**config.mk**
```make
export PLATFORM = sky130hd
export DESIGN_NAME = bus_arbiter
export DESIGN_NICKNAME = d
export VERILOG_FILES = /design/src/rtl/bus_arbiter_pkg.sv /design/src/rtl/bus_arbiter_rr_picker.sv /design/src/rtl/bus_arbiter.sv
export SDC_FILE = /design/constraint.sdc
export NUM_CORES = 1
export LEC_CHECK = 0
export BUFFER_PORTS_ARGS = -buffer_cell sky130_fd_sc_hd__buf_4
export CORE_UTILIZATION = 49
export CTS_CLUSTER_DIAMETER = 60
export DETAILED_ROUTE_END_ITERATION = 7
export GPL_ROUTABILITY_DRIVEN = 0
export HOLD_SLACK_MARGIN = 0.15
export PLACE_DENSITY_LB_ADDON = 0.1
export SLEW_MARGIN = 20
export SYNTH_ARGS = -nofsm -noshare
export SYNTH_HDL_FRONTEND = slang
export SYNTH_HIERARCHICAL = 1
export SYNTH_SLANG_ARGS = --single-unit
```
**constraint.sdc**
```tcl
create_clock -name clk -period 3.6 [get_ports clk]
set_input_delay 0.18 -clock clk [delete_from_list [all_inputs] [get_ports clk]]
set_output_delay 0.18 -clock clk [all_outputs]
set_load 0.005 [all_outputs]
```
**src/rtl/bus_arbiter_pkg.sv**
```systemverilog
// Shared definitions for the bus_arbiter slice: default sizes, FSM encodings, helpers.
// BUS_ARB_LOCK_EN adds the ownership-lock constants.
package bus_arbiter_pkg;

   localparam int WORD_W_DEF = 16;
   localparam int NREQ_DEF   = 3;
   localparam int IDX_W_DEF  = 2;

   localparam logic [2:0] S_IDLE    = 3'd0;
   localparam logic [2:0] S_RSETUP  = 3'd1;
   localparam logic [2:0] S_RSTROBE = 3'd2;
   localparam logic [2:0] S_CAPTURE = 3'd3;
   localparam logic [2:0] S_WSETUP  = 3'd4;
   localparam logic [2:0] S_WSTROBE = 3'd5;
   localparam logic [2:0] S_DONE    = 3'd6;

   typedef enum logic [2:0] {
      ST_IDLE    = S_IDLE,
      ST_RSETUP  = S_RSETUP,
      ST_RSTROBE = S_RSTROBE,
      ST_CAPTURE = S_CAPTURE,
      ST_WSETUP  = S_WSETUP,
      ST_WSTROBE = S_WSTROBE,
      ST_DONE    = S_DONE
   } state_t;

`ifdef BUS_ARB_LOCK_EN
   // Maximum number of consecutive transactions one locked owner may hold.
   localparam int LOCK_MAX = 4;
`endif

   // Next index after idx, wrapping from n-1 back to 0.
   function automatic int wrap_inc(input int idx, input int n);
      return (idx >= n - 1) ? 0 : idx + 1;
   endfunction

endpackage

```
**src/rtl/bus_arbiter_rr_picker.sv**
```systemverilog
// Combinational round-robin picker: first requester at or after ptr wins.
// Returns one-hot winner, its index, and whether any request is present.
module rr_picker
   import bus_arbiter_pkg::*;
#(
   parameter int NREQ  = NREQ_DEF,
   parameter int IDX_W = IDX_W_DEF
) (
   input  logic [NREQ-1:0]  req,
   input  logic [IDX_W-1:0] ptr,
   output logic [NREQ-1:0]  win,
   output logic [IDX_W-1:0] win_idx,
   output logic             any
);

   int   cand;
   logic found;

   always_comb begin
      win     = '0;
      win_idx = '0;
      found   = 1'b0;
      cand    = 0;
      for (int i = 0; i < NREQ; i++) begin
         cand = (int'(ptr) + i) % NREQ;
         if (!found && req[cand]) begin
            found     = 1'b1;
            win[cand] = 1'b1;
            win_idx   = IDX_W'(cand);
         end
      end
      any = |req;
   end

endmodule

```
**src/rtl/bus_arbiter.sv**
```systemverilog
// Round-robin owner of the shared read/data/write bus; runs one move per grant.
// Optional BUS_ARB_LOCK_EN adds a lock input letting an owner keep the bus for a bounded run.
module bus_arbiter
   import bus_arbiter_pkg::*;
#(
   parameter int NREQ   = NREQ_DEF,
   parameter int WORD_W = WORD_W_DEF,
   parameter int IDX_W  = IDX_W_DEF
) (
   input  logic                   clk,
   input  logic                   reset,
   input  logic [NREQ-1:0]        req,
   input  logic [NREQ*WORD_W-1:0] src_addr,
   input  logic [NREQ*WORD_W-1:0] dst_addr,
   input  logic [NREQ-1:0]        wr_en,
`ifdef BUS_ARB_LOCK_EN
   input  logic [NREQ-1:0]        lock,
`endif
   output logic [NREQ-1:0]        grant,
   output logic [NREQ-1:0]        done,
   output logic [WORD_W-1:0]      rd_data,
   output logic                   read_clk,
   output logic                   write_clk,
   output logic [WORD_W-1:0]      read_bus,
   output logic [WORD_W-1:0]      write_bus,
   output logic [WORD_W-1:0]      data_out,
   output logic                   data_oe,
   input  logic [WORD_W-1:0]      data_in,
   output logic [2:0]             dbg_state
);

   // Requester side: req is a level held until done; the arbiter latches the
   // winner's src/dst/wr_en in IDLE and never re-samples them mid-transaction.

   state_t              state_q, state_d;
   logic [NREQ-1:0]     grant_q;
   logic [IDX_W-1:0]    owner_q;
   logic [IDX_W-1:0]    rr_ptr_q;
   logic [WORD_W-1:0]   src_q, dst_q, rd_data_q;
   logic                wr_q;

   logic [NREQ-1:0]     rr_win, sel_win;
   logic [IDX_W-1:0]    rr_idx, sel_idx;
   logic                rr_any;

`ifdef BUS_ARB_LOCK_EN
   logic                lock_pend_q;
   logic [2:0]          lock_cnt_q;
`endif

   rr_picker #(
      .NREQ  (NREQ),
      .IDX_W (IDX_W)
   ) u_picker (
      .req     (req),
      .ptr     (rr_ptr_q),
      .win     (rr_win),
      .win_idx (rr_idx),
      .any     (rr_any)
   );

   always_comb begin
      sel_win = rr_win;
      sel_idx = rr_idx;
`ifdef BUS_ARB_LOCK_EN
      // A pending lock pre-empts round-robin only while its owner still requests.
      if (lock_pend_q && req[owner_q]) begin
         sel_win = NREQ'(1) << owner_q;
         sel_idx = owner_q;
      end
`endif
   end

   always_ff @(posedge clk or negedge reset) begin
      if (!reset) begin
         state_q <= ST_IDLE;
      end else begin
         state_q <= state_d;
      end
   end

   always_comb begin
      state_d   = state_q;
      read_clk  = 1'b0;
      write_clk = 1'b0;
      read_bus  = '0;
      write_bus = '0;
      data_out  = '0;
      data_oe   = 1'b0;
      done      = '0;
      case (state_q)
         ST_IDLE: begin
            if (rr_any) state_d = ST_RSETUP;
         end
         ST_RSETUP: begin
            read_bus = src_q;
            state_d  = ST_RSTROBE;
         end
         ST_RSTROBE: begin
            read_bus = src_q;
            read_clk = 1'b1;
            state_d  = ST_CAPTURE;
         end
         ST_CAPTURE: begin
            read_bus = src_q;
            state_d  = wr_q ? ST_WSETUP : ST_DONE;
         end
         ST_WSETUP: begin
            write_bus = dst_q;
            data_out  = rd_data_q;
            data_oe   = 1'b1;
            state_d   = ST_WSTROBE;
         end
         ST_WSTROBE: begin
            write_bus = dst_q;
            data_out  = rd_data_q;
            data_oe   = 1'b1;
            write_clk = 1'b1;
            state_d   = ST_DONE;
         end
         ST_DONE: begin
            done    = grant_q;
            state_d = ST_IDLE;
         end
         default: state_d = ST_IDLE;
      endcase
   end

   always_ff @(posedge clk or negedge reset) begin
      if (!reset) begin
         grant_q     <= '0;
         owner_q     <= '0;
         rr_ptr_q    <= '0;
         src_q       <= '0;
         dst_q       <= '0;
         wr_q        <= 1'b0;
         rd_data_q   <= '0;
`ifdef BUS_ARB_LOCK_EN
         lock_pend_q <= 1'b0;
         lock_cnt_q  <= '0;
`endif
      end else begin
         case (state_q)
            ST_IDLE: begin
               if (rr_any) begin
                  grant_q <= sel_win;
                  owner_q <= sel_idx;
                  src_q   <= src_addr[int'(sel_idx)*WORD_W +: WORD_W];
                  dst_q   <= dst_addr[int'(sel_idx)*WORD_W +: WORD_W];
                  wr_q    <= wr_en[sel_idx];
`ifdef BUS_ARB_LOCK_EN
                  // Run length restarts whenever ownership changes hands.
                  if (lock_pend_q && (sel_idx == owner_q)) begin
                     lock_cnt_q <= lock_cnt_q + 3'd1;
                  end else begin
                     lock_cnt_q <= 3'd1;
                  end
                  lock_pend_q <= 1'b0;
`endif
               end
            end
            ST_CAPTURE: begin
               rd_data_q <= data_in;
            end
            ST_DONE: begin
               grant_q <= '0;
`ifdef BUS_ARB_LOCK_EN
               if (lock[owner_q] && (lock_cnt_q < 3'(LOCK_MAX))) begin
                  lock_pend_q <= 1'b1;
               end else begin
                  rr_ptr_q <= IDX_W'(wrap_inc(int'(owner_q), NREQ));
               end
`else
               rr_ptr_q <= IDX_W'(wrap_inc(int'(owner_q), NREQ));
`endif
            end
            default: ;
         endcase
      end
   end

   assign grant     = grant_q;
   assign rd_data   = rd_data_q;
   assign dbg_state = state_q;

endmodule
```
==> After elaboration in Yosys (flattened, before gate mapping) <==
Index checks and enable logic that the tools add are counted.
{ "word_totals": {"regBits": 59, "in_bits": 120, "out_inout_bits": 76, "wordCells": 85} }
{ "op_classes": {"n_reduce_logical": 14, "eq_ne": 7, "addsub": 3, "n_div": 3, "shift": 2, "magnitude_cmp": 8, "mux": 38, "n_bitwise": 2} }
{ "ops": {"columns": ["op", "count"], "rows": [
  [">= comparator 32 x 1 -> 1 bit, second input constant", 3],
  ["less-than comparator 32 x 4 -> 1 bit, second input constant", 3],
  ["indexed part select 48 x 7 -> 16 bit", 2],
  ["remainder unit 32 x 3 -> 32 bit, second input constant", 2],
  ["two-way mux 16 bit", 3],
  ["remainder unit 3 x 3 -> 32 bit, second input constant", 1],
  ["two-way mux 3 bit", 6],
  ["case mux 3 bit (6 select lines)", 1],
  ["two-way mux 1 bit", 15],
  ["two-way mux 2 bit", 5],
  ["equality test 3 bit, second input constant", 3],
  ["binary-select mux 1 bit (select 2 bit)", 4],
  ["demux 1 bit (select 2 bit)", 3],
  ["equality test 3 x 2 -> 1 bit, second input constant", 2],
  ["OR 3 bit", 2],
  ["case mux 3 bit (2 select lines)", 1],
  ["OR reduction 3 bit", 2],
  ["logical AND 1 bit", 5],
  ["AND reduction 2 bit", 2],
  ["adder 2 x 1 -> 3 bit, second input constant", 1],
  ["adder 2 x 2 -> 3 bit, second input constant", 1],
  ["equality test 3 x 1 -> 1 bit, second input constant", 1],
  ["zero test 3 bit", 1],
  ["less-than comparator 2 x 3 -> 1 bit, second input constant", 1],
  ["other kinds (6)", 7]
]} }

==> Logic depth before layout (Yosys ltp) <==
Gate-level depths: netlist (run 1).
{ "logic_depth": {"word_depth": 13, "ltp_mapped": 13} }

==> By module <==
Netlist (run 1), hierarchy kept.
{ "by_module_without_submodules": {"columns": ["module", "area_each_um2", "cells_each", "instances"], "rows": [
  ["bus_arbiter", 3385.7, 343, 1],
  ["rr_picker", 350.3, 53, 1]
]} }

==> Worst setup path before layout (run 1) <==
No wires, ideal clock.
{ "synth_path": {"kind": "register to register", "start": "register rr_ptr_q[0]", "end": "register dst_q[10]", "synth_period_minus_slack_ns": 2.480, "path_buffers": 3, "slack_ns": 1.120, "path_stages_with_launch": 13, "t_arrival_ns": 2.399, "setup_ns": 0.082, "path_cell_list": "dfrtp_1 inv_1 ha_1 buf_6 or3b_1 nor2_1 o21ai_0 a21oi_1 nor2b_1 buf_2 buf_2 nand2_1 a31oi_1"} }
{ "synth_via": {"elab_chain_cells": 12, "elab_cells_between_ends": 24, "cone_classes": "add/sub (2); div (3); shift (1); mux (14); reduce/logical (4)"} }
{ "synth_rtl": {"columns": ["element", "line", "rtl"], "rows": [
  ["start: declaration", "bus_arbiter.sv:38", "logic [IDX_W-1:0] rr_ptr_q;"],
  ["start signal: assignment", "bus_arbiter.sv:174", "rr_ptr_q <= IDX_W'(wrap_inc(int'(owner_q), NREQ));"],
  ["branches (longest 10 deep; another with remainder unit 32 x 3 -> 32 bit)", null, null],
  ["two-way mux 2 bit (*)", "bus_arbiter_rr_picker.sv:26", "if (!found && req[cand]) begin"],
  ["net rr_idx[0]", "bus_arbiter.sv:43", "logic [IDX_W-1:0] rr_idx, sel_idx;"],
  ["indexed part select 48 x 7 -> 16 bit (*)", "bus_arbiter.sv:149", "dst_q <= dst_addr[int'(sel_idx)*WORD_W +: WORD_W];"],
  ["end signal: assignment", "bus_arbiter.sv:149", null],
  ["end: declaration", "bus_arbiter.sv:39", "logic [WORD_W-1:0] src_q, dst_q, rd_data_q;"]
]} }
Mark *: on every way through the listed nets, which the timed path passes. The select of a mux whose other input is x is not followed.
A chain may end at the register's enable or synchronous reset.

==> Worst setup path in the final report (run 1) <==
{ "layout_path": {"start": "register rr_ptr_q[1]", "end": "register dst_q[15]"} }
Same word-level chain as after synthesis.

==> results of run 1 <==
placed cells by master (no fill, tap or decap), types with 2 or more instances in the layout:
| master | instances |
|---|---|
| o22ai_1 | 2 |
| ha_1 | 4 |
| nor2_1 | 40 |
| nor3_1 | 2 |
| clkbuf_8 | 9 |
| a21oi_1 | 3 |
| inv_1 | 7 |
| mux2_2 | 17 |
| nand2_1 | 38 |
| dlygate4sd3_1 | 49 |
| nand2b_1 | 2 |
| a31oi_1 | 34 |
| mux2_1 | 2 |
| nor2b_1 | 3 |
| mux2i_1 | 34 |
| nand3_1 | 2 |
| o21ai_0 | 6 |
| a22o_1 | 3 |
| buf_4 | 199 |
| and2_1 | 52 |
| or2_2 | 32 |
| clkinv_2 | 2 |
| dfrtp_1 | 59 |
| bufinv_16 | 2 |
| a221oi_1 | 2 |
| clkinvlp_4 | 3 |
| nand3b_1 | 2 |
layer usage:
layer	track usage, %	up-vias
li1	-	1807
met1	30.2	1742
met2	50.8	169
met3	5.82	24
met4	12.6	0
met5	0	-
path summary, 6_finish.rpt:
check                             from           to
min in group asynchronous        reset     grant[1]
hold / removal             dst_addr[3]     dst_q[3]
setup / recovery           rr_ptr_q[1]    dst_q[15]
setup reg to reg           rr_ptr_q[1]    dst_q[15]
max in group asynchronous        reset  rd_data[10]
hold reg to reg             owner_q[0]  rr_ptr_q[0]
through the flow:
step,hold slack [ns],setup slack (ns),util (%),instances
2_1_floorplan,-0.116,1.12,-,396
3_3_place_gp,0.296,0.663,70.1,664
3_5_place_dp,0.297,0.461,70.1,664
4_1_cts,0.256,0.406,79.8,729
5_1_grt,0.269,0.224,79.9,729
6_report,0.255,0.402,79.9,729
registers in the layout (all words and copies together), names as in the netlist:
register	cells
rr_ptr_q	2
grant	3
dbg_state	3
src_q	16
wr_q	1
rd_data	16
owner_q	2
dst_q	16
what timing repair did:
item,in CTS,in global routing
endpoints found under the setup margin,0,0
gates resized for setup,0,0
hold endpoints to repair,107,0
setup buffers,0,0
hold buffers,49,0
cell type report:
cell class,count,area [um^2]
timing repair buffer,248,1980
multi-input combinational,300,2030
sequential,59,1480
fill,480,1480
clock buffer,9,124
tap,99,124
clock inverter,7,92.6
inverter,7,26.3
tightest hold or removal path, stage by stage:
cell,delay (ns)
buf_4,0.10
mux2i_1,0.10
or2_2,0.11
a31oi_1,0.07
report_power, final:
part           leakage [nW]  internal (W)  switching (W)
Sequential            0.681      0.000999       0.000235
Clock                 0.101      0.000387       0.000282
Combinational          1.98       0.00138        0.00125
Total                  2.76       0.00277        0.00176
kinds of logic after synthesis:
logic type / Yosys count
AND/OR/NAND/NOR: 180
AO/OA/AOI/OAI: 62
flip-flops: 59
multiplexers: 54
buffers and inverters: 37
adder cells (fa/ha/maj): 4
==> metrics.md, run 1 <==
| Metric | Value |
|---|---|
| Area contributors post-synth | dfrtp_1 (40%), mux2i_1 (9.1%), and2_1 (8.7%) |
| Worst skew pair latency | 0.34 ns |
| Yosys top cell by area | dfrtp_1 |
| GRT overflow | 0 |
| Worst setup EP type | flop |
| Commonest cells post-synth | dfrtp_1 (59), and2_1 (52), nor2_1 (40) |
| Max-cap violation count | 0 |
| Die width | 89.3 um |
| Io pins | 196 |
| Tcrit/Tclk final | 88.8% |
| Met3 WL | 610 um |
| Vias | 3,742 |
| Top FF cell, synth | dfrtp_1 |
| Slowest CP cell | dfrtp_1 |
| Crit. path cell count | 10 |
| FF+latch count, synth | 59 |
| Ant. Diodes | 0 |
| First-pass GRT wire length | 16,500 um |
| Core Footprint | 0.00733 mm^2 |
| Final Cell Area | 0.00585 mm^2 |
| CP arrival | 3.46 ns |
| Achievable Freq | 0.313 GHz |
| Die area | 0.00798 mm^2 |
| Htree depth | 3 |
| Area post-placement | 0.00514 mm^2 |
| P&R area growth vs syn | 56.7% |
| CTS Root Cell | clkbuf_8 |
| Post-synthesis compound-gate area fraction | 11.0% |
| Final Skew | 0.00933 ns |
| Worst min path class | primary input to flop |
| Vert. Die Dim | 89.3 um |
| Post-Syn Area | 0.00374 mm^2 |
| Avg Cell Area, Syn | 9.43 um^2 |
| Yosys warning total | 6 |
| Clock Sinks | 59 |
| Simple-Gate Fraction of Synth Area | 25.9% |
| Adder-Cell Fraction of Synth Area | 1.34% |
| Initial Utilization | 51.0% |
| Post-synthesis mux area share | 15.4% |
| Slew margin rel. | 33.9% |
| Top delay family on crit path | multiplexers |
| DR vias/cell | 5.13 |
| FF-to-FF setup slack | 0.40 ns |
| Worst R2R Path Depth | 10 |
| Min Tclk post-route | 3.20 ns |
| Crit Path Class | flop to flop |
| DRC viols | 0 |
| Total leakage power | 2.76 nW |
| Crit path buffers/inverters | 2 |
| Worst path cell trace | inv_1, ha_1, mux2_2, mux2i_4, o211ai_1, o21ai_4, buf_4, mux2i_1, or2_2, a31oi_1 |
| Peak VDD IR | 0.380 mV |
| DR top layer | met4 |
| Vias in the first global route | 3,574 |
| Total power | 0.00453 W |
| Fin nets | 749 |
| Sequential fraction of the synthesis area | 39.5% |
| Overall global routing resource usage | 27.5% |
| Yosys top cell area share | 39.5% |
| Syn Inst Count | 396 |
| Setup TNS | 0 ns |
| Starting DRT DRC Count | 182 |
| WP data required | 3.86 ns |
| Status | complete, no violations |
| Hold Path Depth | 4 |
| Syn Nets | 520 |
| Worst path max stage delay | 0.42 ns |
| Hold Fails Final Rpt | 0 |
| RSZ-0062 raised after global routing | no |
| Yosys cell types | 42 |
| CTS Buffer Depth | 2 |
| Routed wire per std cell | 15.1 um |
| Post-synth ARST share | 100% |
| CTS tree | done |
| Crit path max fanout | 25 |
| Count leader, synth | dfrtp_1 |
| HPWL after detailed placement | 7340 um |
| Row count | 31 |
| XOR/XNOR Fraction of Synth Area | 0% |
| CTS Buf Count | 9 |
| DR pass1 iterations | 5 |
| Routed WL | 11,000 um |
| Slew @ Worst Pin | 0.988 ns |
| CP Launch Type | flop |
| Input/output buffers | 195 |
| Wire length on met2 | 5840 um |
| Slew Viols, Final | 0 |
| Largest net degree at the start of global routing | 73 |
| Main combinational cell family by area after synthesis | simple AND/OR/NAND/NOR gates |
| Final ANT Viol Nets | 0 |
| Initial antenna violation count | 0 |
| Fraction of layout instances using a drive strength above 1 | 43.2% |
| EDFF count, synth | 0 |
| DRT met1 WL | 4280 um |
| Cell area power density | 774 mW/mm^2 |
| Worst-path clk slew | 0.07 ns |
| Setup-failing EPs final | 0 |
Note: power is estimated with default switching activity, not from simulation.
==> inputs of run 2 (changes only) <==
--- a/config.mk
+++ b/config.mk
@@ -12,6 +12,7 @@
 export GPL_ROUTABILITY_DRIVEN = 0
 export HOLD_SLACK_MARGIN = 0.15
 export PLACE_DENSITY_LB_ADDON = 0.1
+export REMOVE_ABC_BUFFERS = 1
 export SLEW_MARGIN = 20
 export SYNTH_ARGS = -nofsm -noshare
 export SYNTH_HDL_FRONTEND = slang
==> run 2 against run 1 <==
  * Critical path depth is the same
  * Routed wire length increased by 0.83%
  * Worst hold slack lost 0.0014 ns
  * Non-clock buffer count increased by 4
  * Global-route usage rose by 0.050 points
  * Flip-flop and latch count unchanged
  * Via count rose by 1.3%
  * Maximum frequency up 5.2%
  * Power is 1.5% higher
  * Cell area rose by 0.83%
==> metrics.md, run 2 (synthesis gave the netlist of run 1 again) <==
| Metric | Value |
|---|---|
| Die area | 0.00798 mm^2 |
| Starting DRT DRC Count | 148 |
| P&R area growth vs syn | 58.0% |
| CP Launch Type | flop |
| Vert. Die Dim | 89.3 um |
| Overall global routing resource usage | 27.6% |
| Final core utilization | 80.5% |
| Fin nets | 753 |
| Worst-path clk slew | 0.08 ns |
| Max-cap violation count | 0 |
| Flop pwr share | 27.2% |
| WP data required | 3.87 ns |
| Setup-failing EPs final | 0 |
| Worst min path class | primary input to flop |
| Achievable Freq | 0.329 GHz |
| Net Sw Power | 0.00179 W |
| Slew @ Worst Pin | 0.958 ns |
| Fill count | 474 |
| CP arrival | 3.31 ns |
| GRT overflow | 0 |
| Row count | 31 |
| DR pass1 iterations | 4 |
| Vias | 3,792 |
| CTS Root Cell | clkbuf_8 |
| Sequential Area | 0.00148 mm^2 |
| Slowest CP cell | dfrtp_1 |
| Initial Utilization | 51.0% |
| First-pass GRT wire length | 16,600 um |
| Final ANT Viol Nets | 0 |
| CTS tree | done |
| Worst path max stage delay | 0.41 ns |
| Routed wire per std cell | 15.2 um |
| Cell area power density | 779 mW/mm^2 |
| Ant. Diodes | 0 |
| Initial antenna violation count | 0 |
| Crit path max fanout | 23 |
| Peak VDD IR | 0.340 mV |
| Clock power share | 14.6% |
| DRC viols | 0 |
| Slew Viols, Final | 0 |
| Crit Path Class | flop to flop |
| Final Cell Area | 0.00590 mm^2 |
| CTS Buffer Depth | 2 |
| Total leakage power | 2.79 nW |
| Post-cts repair resize count | 0 |
| Routed WL | 11,100 um |
| DR vias/cell | 5.17 |
| Hold Fails Final Rpt | 0 |
| Input/output buffers | 195 |
| CTS Buf Count | 9 |
| Fraction of layout instances using a drive strength above 1 | 43.5% |
| Slew margin rel. | 35.9% |
| Area of the multi-input gates | 0.00203 mm^2 |
| Most common cell after layout, fill and taps aside | buf_4 |
| Largest net degree at the start of global routing | 60 |
| Core Footprint | 0.00733 mm^2 |
| Tcrit/Tclk final | 84.4% |
| Most frequent cells in the layout | buf_4 (201), dfrtp_1 (59), and2_1 (52) |
| HPWL after detailed placement | 7270 um |
| Area post-placement | 0.00518 mm^2 |
| Sw frac | 39.0% |
| Crit path buffers/inverters | 2 |
| Htree depth | 3 |
| Io pins | 196 |
| Min Tclk post-route | 3.04 ns |
| Worst setup EP type | flop |
| Top delay family on crit path | multiplexers |
| Internal power | 0.00281 W |
| RSZ-0062 raised after global routing | no |
| Worst path cell trace | inv_1, ha_1, mux2_2, mux2i_4, o211ai_1, o21ai_4, buf_4, mux2i_1, or2_2, a31oi_1 |
| Clock Sinks | 59 |
| Status | complete, no violations |
| Final Skew | 0.0121 ns |
| Comb pwr share | 58.3% |
| Setup TNS | 0 ns |
| Worst skew pair latency | 0.34 ns |
| Die width | 89.3 um |
| Vias in the first global route | 3,729 |
-- run 2: stage by stage --
step	power (W)	std cells	worst slack [ns]	hold slack, ns
finish	0.00460	733	0.561	0.254
global route	0.00495	733	0.392	0.273
global placement	0.00376	667	0.684	0.300
detailed placement	0.00385	667	0.567	0.306
CTS	0.00456	732	0.557	0.242
floorplan	0.00280	366	-3.12	-0.116
-- run 2: what timing repair did --
| action | CTS | global route |
|---|---|---|
| buffers inserted | 0 | 0 |
| hold buffers | 49 | 0 |
| endpoints found under the hold margin | 107 | 0 |
-- run 2: worst paths after layout --
path / startpoint / endpoint / slack (ns) / cells past startpoint
min in group asynchronous: reset / rd_data[0] / 0.45 / 2
max in group asynchronous: reset / src_q[13] / 2.65 / 2
min reg2reg: owner_q[1] / rr_ptr_q[0] / 0.48 / 1
max: rr_ptr_q[1] / dst_q[11] / 0.56 / 10
min: dst_addr[21] / dst_q[5] / 0.25 / 4
max reg2reg: rr_ptr_q[1] / dst_q[11] / 0.56 / 10
-- run 2: power groups by stage --
stage	Sequential (W)	Clock (W)	Combinational (W)
3_5_place_dp	0.00124	0	0.00260
5_1_grt	0.00129	0.000707	0.00295
3_3_place_gp	0.00121	0	0.00254
4_1_cts	0.00123	0.000679	0.00265
6_report	0.00125	0.000670	0.00268
2_1_floorplan	0.00120	0	0.00161
-- run 2: layer usage --
metal / part of all wire [%] / track usage (%) / vias to the layer above
li1: - / - / 1816
met1: 38 / 30.4 / 1764
met2: 52 / 49.1 / 183
met3: 6.1 / 6.65 / 29
met4: 3.1 / 14.6 / 0
met5: 0 / 0 / -
-- run 2: worst register-to-register path, delay by kind of cell, from the launching register on --
kind	cells	cell delay [ns]
multiplexers	3	0.72
adder cells (fa/ha/maj)	1	0.39
buffers and inverters	2	0.45
AO/OA/AOI/OAI	3	0.71
flip-flops	1	0.41
AND/OR/NAND/NOR	1	0.29
-- run 2: cell type report --
type	instances	share of cell area, %
Clock buffer	9	2.10
Timing Repair Buffer	252	34.4
Inverter	7	0.445
Sequential cell	59	25.0
Tap cell	99	2.10
Multi-Input combinational cell	300	34.3
Clock inverter	7	1.57
